[src/rtl/addr_mode_sequencer_pkg.sv]
// Addressing-mode encodings shared by the control unit and the EA sequencer.
package instruction_set;

  typedef enum logic [3:0] {
    AddrModeImpl = 4'h0,
    AddrModeImm  = 4'h1,
    AddrModeZp   = 4'h2,
    AddrModeZpX  = 4'h3,
    AddrModeZpY  = 4'h4,
    AddrModeAbs  = 4'h5,
    AddrModeAbsX = 4'h6,
    AddrModeAbsY = 4'h7,
    AddrModeInd  = 4'h8
  } address_mode_t;

  // Encodings above the last listed mode are unsupported.
  function automatic logic mode_valid(input logic [3:0] m);
    return m <= 4'h8;
  endfunction

endpackage

[src/rtl/addr_mode_sequencer_index_adder.sv]
// Low-byte index add; the carry marks a page crossing for indexed modes.
module index_adder #(
  parameter int DATA_W = 8
) (
  input  logic [DATA_W-1:0] a,
  input  logic [DATA_W-1:0] b,
  output logic [DATA_W-1:0] sum,
  output logic              carry_out
);

  // Zero-extend by one bit so the carry falls out of the add.
  always_comb begin
    {carry_out, sum} = {1'b0, a} + {1'b0, b};
  end

endmodule

[src/rtl/addr_mode_sequencer.sv]
// Effective-address sequencer: runs the operand/pointer fetch cycles for each
// addressing mode and hands back a registered EA with a one-cycle done pulse.
import instruction_set::*;

module addr_mode_sequencer #(
  parameter int DATA_W        = 8,
  parameter int ADDR_W        = 16,
  parameter bit IND_PAGE_WRAP = 1'b1
) (
  input  logic                clk,
  input  logic                reset,
  input  logic                start,
  input  address_mode_t       mode,
  input  logic [DATA_W-1:0]   index_val,
  input  logic                write_op,
  input  logic [ADDR_W-1:0]   pc,
  input  logic [DATA_W-1:0]   data_in,
  input  logic                rdy,
  output logic                ready,
  output logic [ADDR_W-1:0]   bus_addr,
  output logic                pc_inc,
  output logic                done,
  output logic [ADDR_W-1:0]   ea,
  output logic                page_cross,
  output logic                err
);

  if (ADDR_W != 2 * DATA_W) begin : g_width_check
    $error("addr_mode_sequencer: ADDR_W must equal 2*DATA_W");
  end

  typedef enum logic [2:0] {
    S_IDLE, S_FETCH_LO, S_FETCH_HI, S_INDEX_ADD,
    S_INDEX_FIX, S_PTR_LO, S_PTR_HI, S_DONE
  } state_t;

  state_t              state_q, state_d;
  address_mode_t       mode_q, mode_d;
  logic [DATA_W-1:0]   idx_q, idx_d, lo_q, lo_d, hi_q, hi_d, ptr_q, ptr_d;
  logic [ADDR_W-1:0]   ea_q, ea_d;
  logic                wr_q, wr_d, pcross_q, pcross_d, err_q, err_d;
  logic [DATA_W-1:0]   sum;
  logic                carry;

  index_adder #(.DATA_W(DATA_W)) u_index_adder (
    .a         (lo_q),
    .b         (idx_q),
    .sum       (sum),
    .carry_out (carry)
  );

  assign ea         = ea_q;
  assign page_cross = pcross_q;
  assign err        = err_q;

  // State and working registers; rdy=0 stalls are folded into the _d logic.
  always_ff @(posedge clk) begin
    if (!reset) begin
      state_q  <= S_IDLE;
      mode_q   <= AddrModeImpl;
      idx_q    <= '0;
      lo_q     <= '0;
      hi_q     <= '0;
      ptr_q    <= '0;
      ea_q     <= '0;
      wr_q     <= 1'b0;
      pcross_q <= 1'b0;
      err_q    <= 1'b0;
    end else begin
      state_q  <= state_d;
      mode_q   <= mode_d;
      idx_q    <= idx_d;
      lo_q     <= lo_d;
      hi_q     <= hi_d;
      ptr_q    <= ptr_d;
      ea_q     <= ea_d;
      wr_q     <= wr_d;
      pcross_q <= pcross_d;
      err_q    <= err_d;
    end
  end

  // Next-state, register updates and per-state bus outputs.
  always_comb begin
    state_d  = state_q;
    mode_d   = mode_q;
    idx_d    = idx_q;
    wr_d     = wr_q;
    lo_d     = lo_q;
    hi_d     = hi_q;
    ptr_d    = ptr_q;
    ea_d     = ea_q;
    pcross_d = pcross_q;
    err_d    = 1'b0;
    ready    = 1'b0;
    pc_inc   = 1'b0;
    done     = 1'b0;
    bus_addr = ea_q;
    case (state_q)
      S_IDLE: begin
        ready = 1'b1;
        if (start) begin
          mode_d   = mode;
          idx_d    = index_val;
          wr_d     = write_op;
          pcross_d = 1'b0;
          if (!mode_valid(mode)) begin
            err_d = 1'b1;
          end else begin
            case (mode)
              AddrModeImpl: state_d = S_DONE;
              AddrModeImm: begin
                ea_d    = pc;
                state_d = S_DONE;
              end
              default:      state_d = S_FETCH_LO;
            endcase
          end
        end
      end
      S_FETCH_LO: begin
        bus_addr = pc;
        pc_inc   = rdy;
        if (rdy) begin
          lo_d = data_in;
          case (mode_q)
            AddrModeZp: begin
              ea_d    = {{DATA_W{1'b0}}, data_in};
              state_d = S_DONE;
            end
            AddrModeZpX, AddrModeZpY: state_d = S_INDEX_ADD;
            default:                  state_d = S_FETCH_HI;
          endcase
        end
      end
      S_FETCH_HI: begin
        bus_addr = pc;
        pc_inc   = rdy;
        if (rdy) begin
          hi_d = data_in;
          case (mode_q)
            AddrModeAbs: begin
              ea_d    = {data_in, lo_q};
              state_d = S_DONE;
            end
            AddrModeAbsX, AddrModeAbsY: begin
              // Full-width base+index: the low-byte carry ripples into hi.
              ea_d     = {data_in + DATA_W'(carry), sum};
              pcross_d = carry;
              state_d  = (carry || wr_q) ? S_INDEX_FIX : S_DONE;
            end
            default:     state_d = S_PTR_LO;
          endcase
        end
      end
      S_INDEX_ADD: begin
        // Zero-page indexing wraps inside page zero; carry is dropped.
        ea_d    = {{DATA_W{1'b0}}, sum};
        state_d = S_DONE;
      end
      S_INDEX_FIX: begin
        // Dummy read at the un-fixed high byte.
        bus_addr = {hi_q, sum};
        if (rdy) state_d = S_DONE;
      end
      S_PTR_LO: begin
        bus_addr = {hi_q, lo_q};
        if (rdy) begin
          ptr_d   = data_in;
          state_d = S_PTR_HI;
        end
      end
      S_PTR_HI: begin
        if (IND_PAGE_WRAP) bus_addr = {hi_q, lo_q + DATA_W'(1)};
        else               bus_addr = {hi_q, lo_q} + ADDR_W'(1);
        if (rdy) begin
          ea_d    = {data_in, ptr_q};
          state_d = S_DONE;
        end
      end
      S_DONE: begin
        done    = 1'b1;
        pc_inc  = (mode_q == AddrModeImm);
        state_d = S_IDLE;
      end
      default: state_d = S_IDLE;
    endcase
  end

endmodule

[config.mk]
export PLATFORM = sky130hd
export DESIGN_NAME = addr_mode_sequencer
export DESIGN_NICKNAME = d
export VERILOG_FILES = /design/src/rtl/addr_mode_sequencer_pkg.sv /design/src/rtl/addr_mode_sequencer_index_adder.sv /design/src/rtl/addr_mode_sequencer.sv
export SDC_FILE = /design/constraint.sdc
export NUM_CORES = 1
export LEC_CHECK = 0
export CAP_MARGIN = 20
export CORE_MARGIN = 5
export CORE_UTILIZATION = 60
export DETAILED_ROUTE_END_ITERATION = 12
export DONT_BUFFER_PORTS = 1
export PLACE_DENSITY = 0.72
export SYNTH_ARGS = -nofsm -noshare
export SYNTH_HDL_FRONTEND = slang
export SYNTH_SLANG_ARGS = --single-unit
[constraint.sdc]
create_clock -name clk -period 4 [get_ports clk]
set_input_delay 0.4 -clock clk [delete_from_list [all_inputs] [get_ports clk]]
set_output_delay 0.4 -clock clk [all_outputs]
set_load 0.01 [all_outputs]
Word level (Yosys, flattened, before mapping)
Cells that the tools add are included.
{"block": "word_totals", "ram_bits": 0, "latch_bits": 0, "register_bits": 58, "in_bits": 41, "romBits": 0, "wordCells": 87, "n_memories": 0, "out_inout_bits": 37}
{"block": "classes", "n_shift": 0, "add_sub_neg": 3, "bitwise": 0, "mux": 29, "div": 0, "n_eq_ne": 26, "n_mul": 0, "reduce_logical": 18, "magnitude_cmp": 1}
{"operator": "2-to-1 mux 16 bit", "n": 7}
{"operator": "one-hot mux 16 bit (5 select lines)", "n": 1}
{"operator": "one-hot mux 16 bit (4 select lines)", "n": 1}
{"operator": "one-hot mux 16 bit (2 select lines)", "n": 1}
{"operator": "2-to-1 mux 3 bit", "n": 7}
{"operator": "one-hot mux 3 bit (7 select lines)", "n": 1}
{"operator": "== test 4 x 3 -> 1 bit, second input constant", "n": 4}
{"operator": "inequality test 2 bit, second input constant", "n": 8}
{"operator": "== test 3 bit, second input constant", "n": 4}
{"operator": "OR reduction 2 bit", "n": 5}
{"operator": "adder 8 x 8 -> 9 bit", "n": 1}
{"operator": "AND reduction 9 bit", "n": 1}
{"operator": "adder 8 x 1 -> 8 bit", "n": 1}
{"operator": "adder 8 x 1 -> 8 bit, second input constant", "n": 1}
{"operator": "== test 4 x 1 -> 1 bit, second input constant", "n": 2}
{"operator": "== test 4 x 2 -> 1 bit, second input constant", "n": 2}
{"operator": "AND reduction 2 bit", "n": 4}
{"operator": "== test 3 x 2 -> 1 bit, second input constant", "n": 2}
{"operator": "2-to-1 mux 1 bit", "n": 6}
{"operator": "one-hot mux 3 bit (2 select lines)", "n": 1}
{"operator": "AND reduction 6 bit", "n": 1}
{"operator": "nonzero test 5 bit", "n": 1}
{"operator": "<= comparator 4 bit, second input constant", "n": 1}
{"operator": "zero test 4 bit", "n": 1}
{"operator": "other kinds (11)", "n": 13}

Longest topological paths before layout
Gate-level depths: netlist of the first run.
{"block": "depth", "ltp_word": 6, "ltp_mapped": 13, "ltp_nobuf": 13}

Hierarchy
From an unflattened synthesis of the first run, not the netlist that was laid out.
{"block": "unflattened", "cells_unflattened": 569, "hier_area_um2": 4287.9}
{"module": "addr_mode_sequencer", "area_each_um2": 3936.3, "cells_each": 525, "n_inst": 1, "seq_area_each_um2": 1161.1}
{"module": "index_adder", "area_each_um2": 351.6, "cells_each": 44, "n_inst": 1, "seq_area_each_um2": 0.0}

Least setup slack after synthesis of the first run
OpenSTA, ideal clock, no wires.
{"block": "synth_timing", "path_type": "register to register", "start": "reg lo_q[0]", "end": "reg ea_q[15], in the netlist ea[15]", "slack_ns": 1.489, "n_path_buf": 0, "synth_period_minus_slack_ns": 2.511, "required_ns": 3.881, "setup_time_ns": 0.119, "arrival_ns": 2.392, "stages_incl_launch_ff": 14, "cell_sequence": "dfxtp_1 -> ha_1 -> inv_1 -> fa_1 -> nand2b_1 -> a21oi_1 -> o21ai_0 -> inv_1 -> ha_1 -> and3_1 -> nand4_1 -> xor2_1 -> nor2_1 -> o221a_2"}
{"block": "synth_via", "elab_chain_len": 5}
{"item": "start, declared", "line": "addr_mode_sequencer.sv:39", "rtl": "logic [DATA_W-1:0] idx_q, idx_d, lo_q, lo_d, hi_q, hi_d, ptr_q, ptr_d;"}
{"item": "start signal, assigned", "line": "addr_mode_sequencer.sv:73", "rtl": "lo_q <= lo_d;"}
{"item": "adder 8 x 8 -> 9 bit", "line": "addr_mode_sequencer_index_adder.sv:13", "rtl": "{carry_out, sum} = {1'b0, a} + {1'b0, b};"}
{"item": "adder 8 x 1 -> 8 bit", "line": "addr_mode_sequencer.sv:148", "rtl": "ea_d = {data_in + DATA_W'(carry), sum};"}
{"item": "one-hot mux 16 bit (2 select lines)", "line": "addr_mode_sequencer.sv:141", "rtl": "case (mode_q)"}
{"item": "2-to-1 mux 16 bit", "line": "addr_mode_sequencer.sv:139", "rtl": "if (rdy) begin"}
{"item": "one-hot mux 16 bit (5 select lines)", "line": "addr_mode_sequencer.sv:99", "rtl": "case (state_q)"}
{"item": "end signal, assigned", "line": "addr_mode_sequencer.sv:65", "rtl": "ea_q <= '0;"}
{"item": "end signal, assigned", "line": "addr_mode_sequencer.sv:76", "rtl": "ea_q <= ea_d;"}
{"item": "end, declared", "line": "addr_mode_sequencer.sv:40", "rtl": "logic [ADDR_W-1:0] ea_q, ea_d;"}
Every way passes these cells. The select of a mux whose other input is x is not followed.
A chain may end at the register's enable or synchronous reset.

Worst setup path in the final report of the first run
{"block": "layout_timing", "start": "reg state_q[2]", "end": "out bus_addr[0]"}
{"block": "layout_via", "elab_chain_len": 3, "elab_cells_between_ends": 7, "classes_between": "eq/ne: 5; mux: 1; reduce/logical: 1"}
{"item": "start, declared", "line": "addr_mode_sequencer.sv:37", "rtl": "state_t state_q, state_d;"}
{"item": "start signal, assigned", "line": "addr_mode_sequencer.sv:70", "rtl": "state_q <= state_d;"}
{"item": "== test 3 x 2 -> 1 bit or == test 3 x 1 -> 1 bit (tied branches)", "line": "addr_mode_sequencer.sv:99"}
{"item": "OR reduction 2 bit (no source line)"}
{"item": "one-hot mux 16 bit (4 select lines) (*)", "line": "addr_mode_sequencer.sv:99"}
{"item": "end, declared", "line": "addr_mode_sequencer.sv:20", "rtl": "output logic [ADDR_W-1:0] bus_addr,"}
Mark *: on every way between the ends. The rest lies on a longest branch, timed or not.

==> results of run 1 <==
worst max path at each step:
stage,start,end,slack (ns)
after CTS,lo_q[0]$_SDFFE_PN0P_,bus_addr[4],0.96
after global routing,lo_q[0]$_SDFFE_PN0P_,ea[12]$_SDFFE_PN0P_,0.70
after detailed placement,lo_q[0]$_SDFFE_PN0P_,ea[12]$_SDFFE_PN0P_,1.08
after floorplan,lo_q[0]$_SDFFE_PN0P_,ea[15]$_SDFFE_PN0P_,1.49
final,state_q[2]$_SDFFE_PN0P_,bus_addr[0],0.91
after global placement,lo_q[0]$_SDFFE_PN0P_,ea[15]$_SDFFE_PN0P_,1.20
kinds of logic after synthesis:
group,after synthesis
AND/OR/NAND/NOR,204
AO/OA/AOI/OAI,201
flip-flops,58
buffers and inverters,56
multiplexers,23
XOR/XNOR,12
adder cells (fa/ha/maj),12
flip-flops by register name (all words and copies together), names as in the netlist, 3 cells and up:
| signal | cells |
|---|---|
| ea | 16 |
| hi_q | 8 |
| idx_q | 8 |
| lo_q | 8 |
| ptr_q | 8 |
| mode_q | 4 |
| state_q | 3 |
power by group:
part | leakage (nW) | switching [W] | internal (W)
Sequential | 0.472 | 0.000251 | 0.000707
Clock | 0.0921 | 0.000286 | 0.000291
Combinational | 0.968 | 0.00128 | 0.000664
layout make-up:
| class | instances | area, µm² |
|---|---|---|
| Timing Repair Buffer | 9 | 67.56 |
| Sequential cell | 58 | 1162 |
| Fill cell | 620 | 2449 |
| Clock buffer | 9 | 123.9 |
| Tap cell | 96 | 120.1 |
| Multi-Input combinational cell | 452 | 2815 |
| Clock inverter | 7 | 78.83 |
| Inverter | 14 | 52.55 |
cells in the final DEF, fill, tap and decap left out, drive strengths merged, types with 10 or more instances in the layout:
cell    netlist  layout
inv          14      15
mux2i        14      14
a211oi       10      10
a21oi        70      70
ha           11      11
nor2         45      45
nand3        14      14
o22ai        23      23
nand2b       14      14
o21ai        25      25
dfxtp        58      58
nand2        89      89
metal layers:
metal,wire (µm),part of all wire,vias to the layer above
li1,-,-,2060
met1,5755,0.39,2086
met2,6219,0.42,354
met3,2049,0.14,81
met4,712,0.048,0
met5,0,0,-
through the flow:
stage	instances	hold WS, ns	worst slack [ns]	area [µm²]
global route	645	0.1570	0.6983	4420
detailed placement	629	0.4525	1.084	4218
finish	645	0.1606	0.9108	4420
CTS	645	0.1622	0.9643	4420
global placement	629	0.4425	1.202	4218
floorplan	566	0.4312	1.489	4272
worst max-delay path, stage by stage (launching register included):
cell and delay [ns]:
dfxtp_1 0.67, buf_4 0.37, inv_1 0.30, nand2_1 0.37, o22ai_1 0.12, a32o_1 0.21
a21oi_1 0.28
==> results.md, run 1 <==
* Register bit total from synthesis at a little under 60
* Layout Nets at about 600
* Synth area leaders: dfxtp_1 (27%), a21oi_1 (8.0%), nand2_1 (7.8%)
* Post-cts hold buffer count at 0
* Mapped Cells at 566
* Post-Synth XOR/XNOR Area at 0.02460
* Die height at approximately 94 µm
* Worst Setup End Kind: primary output
* Synth top cells by count: nand2_1 (89), a21oi_1 (68), dfxtp_1 (58)
* Post-CTS setup buffers at 0
* Met2 GRT Util at 0.4882
* Crit path max fanout at 26
* Ports at between 70 and 80
* Clk Latency, worst-skew pair at about 0.36 ns
* CTS clk-pin slew, worst paths at roughly 0.080 ns
* H-Tree Level Count at 3
* Tot Pwr at approximately 0.0035 W
* Port bufs at 0
* Pin slew with the least headroom to its limit at between 0.9 and 1 ns
* Hpwl dp at roughly 10000 µm
* Worst Path Class, Setup: reg -> out
* Relative max-transition margin at 0.3450
* Avg Inst Size Synth at around 7.5 µm²
* Post-synthesis compound-gate area fraction at 0.3131
* Global-route wire length before repair at between 20000 and 25000 µm
* Tcrit/Tclk final at 0.7723
* Antenna fix cells at 0
* Proportion of synthesized area in mux cells at 0.05653
* Max Freq at around 320 MHz
* Initial antenna violation count at 0
* Max Root-Sink Buffers at 2
* Total Wirelength at between 10000 and 15000 µm
* CTS tree: built
* Worst VDD drop at approximately 460 µV
* HP Class: in -> reg
* Min-Delay Endpoint: hi_q[6]$_SDFFE_PN0P_
* DR vias at between 4000 and 5000
* Root Buffer: clkbuf_8
* Busiest layer in global routing: met2
* Area Growth Syn to Fin at 3.486%
* Crit start category: flip-flop
* Top cell type's share of synthesized area at 0.2718
* Final max-slew violation count at 0
* CTS Buf Count at 9
* Max-cap violations at 0
* Final Hold Viols at 0
* ANT nets after route at 0
* Adder-cell share of the synthesized area at 0.03691
* Min-delay src: data_in[6]
* Met1 Usage GRT at 0.4451
* Static Leak at roughly 1.5 nW
* GRT met3 Usage at 0.1299
* Yosys Warn Count at 0
* Area leader, netlist: dfxtp_1
* PD cells at 788.0 nW/µm²
* Remaining DRCs at 0
* Final Core Density at 0.6435
* Unrepaired setup endpoints after global routing: false
* TritonRoute pass-1 iters at 6
* Initial Utilization at 0.6219
* Setup violators final at 0
* Largest family of logic cells by synthesized area: compound AO/OA/AOI/OAI gates
* Average via count per standard cell at 7.102
* Fraction of layout cells with a size suffix above 1 at 0.1075
* Post-Syn Area at 4272 µm²
* Async set-reset flop share out of synthesis at 0
* Setup_tns at 0 ns
* Core Region at between 6000 and 7000 µm²
* Gr usage total at 0.3368
* CTS Sinks at 58
* Most numerous cell in the Yosys netlist: nand2_1
* Syn nets at 619
* Reg2reg start: lo_q[0]$_SDFFE_PN0P_
* Post-synth EDFFs at 0
* Die width at about 94 µm
* Worst path arrival time at approximately 2.7 ns
* Ys flop type: dfxtp_1
* Post-CTS sizing at 0
* Post-synthesis sequential area ratio at 0.2718
* Grt ovf at 0
* Run status: completed
* Critical Path RT at between 3 and 4 ns
* R2R Setup Slk at between 0.9 and 1 ns
* Tmin final at approximately 3 ns
* Die ar. at 8907 µm²
* Cells on worst reg2reg path at 13
* DRT iter0 DRCs at between 600 and 700
* Reg-to-Reg End: ea[13]$_SDFFE_PN0P_
* Worst-case clock skew at roughly 0.009 ns
* Unique cell type count in the Yosys netlist at between 60 and 70
* WL per Instance at ~23 µm
* Simple-gate share of the synthesized area at 0.2279
* Largest net degree at the start of global routing at 47
* GP Congestion at approximately 1
* Hold Crit Depth at 2
* Vias in the first global route at about 4200
* Rows at 30
No activity file was read; power rests on OpenSTA's default activity.
==> run 2: changes to the inputs <==
CORE_UTILIZATION = 58   (was 60)
clock period = 2.58 ns   (was 4 ns; I/O delays follow)
==> results.md, run 2 (synthesis results as in run 1) <==
* Run status: finished with violations
* Tmin final at 2.589 ns
* Setup violators final at 1 (+1)
* Initial Utilization at 0.5921 (-0.02977)
* Global-route wire length before repair at 23180 µm (+1.1%)
* Layout Nets at 625 (+4.7%)
* Reg-to-Reg End: ea[15]$_SDFFE_PN0P_
* Vias in the first global route at 4167 (-0.43%)
* PD cells at 1233 nW/µm² (+56%)
* CTS tree: built
* Reg2reg start: idx_q[0]$_SDFFE_PN0P_
* Grt ovf at 0 (unchanged)
* Rows at 31 (+3.3%)
* Filler cell count in the final layout at 638 (+2.9%)
* Crit path max fanout at 2 (-92%)
* Relative max-transition margin at 0.3174 (-0.02760)
* Placed cells at 654 (+4.0%)
* Setup_tns at -0.009094 ns (-0.009094 ns)
* Final Core Density at 0.6724 (+0.02886)
* Hpwl dp at 10720 µm (+2.6%)
* Busiest layer in global routing: met2
* Static Leak at 1.717 nW (+12%)
* Placed cell area at 4412 µm² (+4.6%)
* Violated checks: setup timing
* Cells on worst reg2reg path at 13 (unchanged)
* Die ar. at 9181 µm² (+3.1%)
* Largest net degree at the start of global routing at 47 (unchanged)
* Ports at 78 (unchanged)
* FF/Latch Area at 1169 µm² (+0.54%)
* Largest register FFs at 16 (unchanged)
* Non-Filler Instances at 676 (+4.8%)
* Remaining DRCs at 0 (unchanged)
* Unrepaired setup endpoints after global routing: true
* CTS Buf Count at 9 (unchanged)
* CTS clk-pin slew, worst paths at 0.07 ns (about the same)
* R2R Setup Slk at 0.10 ns (-0.88 ns)
* Average via count per standard cell at 6.981 (-1.7%)
* Min-delay src: index_val[4]
* Met2 GRT Util at 0.5061 (+0.01790)
* ANT nets after route at 0 (unchanged)
* Max-cap violations at 0 (unchanged)
* CP Capture Point: bus_addr[4]
* Multi-input combinational cell area at 2930 µm² (+4.1%)
* Port bufs at 0 (unchanged)
* Worst-case clock skew at 0.01171 ns (+0.002740 ns)
* Tot Pwr at 0.005982 W (+72%)
* Gr usage total at 0.3336 (-0.003174)
* Clk Latency, worst-skew pair at 0.35 ns (about the same)
* Antenna fix cells at 0 (unchanged)
* WL per Instance at 22.83 µm (about the same)
* Die width at 95.82 µm (+1.5%)
* Pin slew with the least headroom to its limit at 1.015 ns (+0.03273 ns)
* GP Congestion at 0.9981 (+2.4%)
* Commonest non-fill, non-tap cell in the layout: nand2_1
* GRT met3 Usage at 0.09304 (-0.03684)
* Met1 Usage GRT at 0.4397 (-0.005440)
* HP Class: in -> reg
* TritonRoute pass-1 iters at 6 (unchanged)
* Fraction of layout cells with a size suffix above 1 at 0.1941 (+0.08664)
* Setup crit start: idx_q[0]$_SDFFE_PN0P_
* Root Buffer: clkbuf_8
* H-Tree Level Count at 3 (unchanged)
* Worst Path Class, Setup: reg -> out
* Tcrit/Tclk final at 1.004
* Final max-slew violation count at 0 (unchanged)
* Final Hold Viols at 0 (unchanged)
* Initial antenna violation count at 0 (unchanged)
* Crit start category: flip-flop
* Worst VDD drop at 591.9 µV (+29%)
* DR vias at 4719 (+3.0%)
* Max Freq at a little under 400 MHz
* Total Wirelength at 15440 µm (+4.7%)
* Worst Setup End Kind: primary output
* Design area at 4851 µm² (+9.7%)
* Critical Path RT at 2.32 ns (-1.28 ns)
* Final worst setup slack at -0.009094 ns (-0.9199 ns)
* Area Growth Syn to Fin at 13.56%
* CTS Sinks at 58 (unchanged)
* Most frequent cells in the layout: nand2_1 (88), a21oi_1 (65), dfxtp_1 (52)
* Core Region at 7214 µm² (+5.0%)
* DRT iter0 DRCs at 791 (+31%)
* Die height at 95.82 µm (+1.5%)
* Max Root-Sink Buffers at 2 (unchanged)
* Worst path arrival time at 2.33 ns (-0.36 ns)
[run 2: changes by cell type in the layout (fill, tap and decap cells not counted), sizes merged]
cell,previous run,this run
bufinv,1,3
clkbuf,9,12
buf,9,36
inv,15,13
clkinvlp,3,1
[run 2: worst max-delay path: stages (launching register included)]
cell      delay [ns]
dfxtp_2         0.35
ha_4            0.14
inv_2           0.03
fa_2            0.33
nand2b_4        0.18
a21oi_4         0.16
xor2_2          0.24
a21oi_2         0.10
o31ai_2         0.28
buf_4           0.17
[run 2: cell type report]
cell class / count / share of cell area
flip-flops and latches: 58 / 0.2409
inverters: 14 / 0.01161
clock buffers: 11 / 0.03121
multi-input cells: 452 / 0.6041
repair buffers: 37 / 0.06603
well taps: 99 / 0.02554
clock inverters: 5 / 0.02063
[run 2: how the worst min path moves through the flow]
stage | to | slack [ns] | cells after the start
after global routing | hi_q[5]$_SDFFE_PN0P_ | 0.03 | 2
after global placement | idx_q[2]$_SDFFE_PN0P_ | 0.40 | 2
after CTS | mode_q[2]$_SDFFE_PN0P_ | 0.04 | 2
after floorplan | hi_q[0]$_SDFFE_PN0P_ | 0.39 | 2
after detailed placement | mode_q[0]$_SDFFE_PN0P_ | 0.40 | 2
final | idx_q[4]$_SDFFE_PN0P_ | 0.03 | 2
[run 2: timing repair]
| action | CTS | global route |
|---|---|---|
| hold buffers | 0 | 0 |
| resized for setup | 10 | 22 |
| pin swaps | 4 | 9 |
| gates cloned | 0 | 1 |
| buffers inserted | 0 | 5 |
| endpoints found under the setup margin | 10 | 16 |
[run 2: stage by stage]
stage / hold WS [ns] / setup WS [ns]
6_report: 0.03374 / -0.009094
4_1_cts: 0.03685 / -0.02164
3_3_place_gp: 0.3952 / 0.04297
5_1_grt: 0.02941 / -0.09579
3_5_place_dp: 0.4008 / -0.07770
2_1_floorplan: 0.3940 / 0.06947
[run 2: power by group]
| group | leakage [nW] | switching [W] | internal (W) | total, W |
|---|---|---|---|---|
| Combinational | 1.11 | 0.00219 | 0.00131 | 0.00349 |
| Sequential | 0.474 | 0.000299 | 0.00110 | 0.00140 |
| Clock | 0.129 | 0.000396 | 0.000691 | 0.00109 |
[run 2: routing by layer]
| metal | share of wire | vias to the layer above |
|---|---|---|
| met5 | 0 | - |
| met4 | 0.043 | 0 |
| met3 | 0.12 | 72 |
| met2 | 0.45 | 325 |
| met1 | 0.39 | 2212 |
| li1 | - | 2110 |
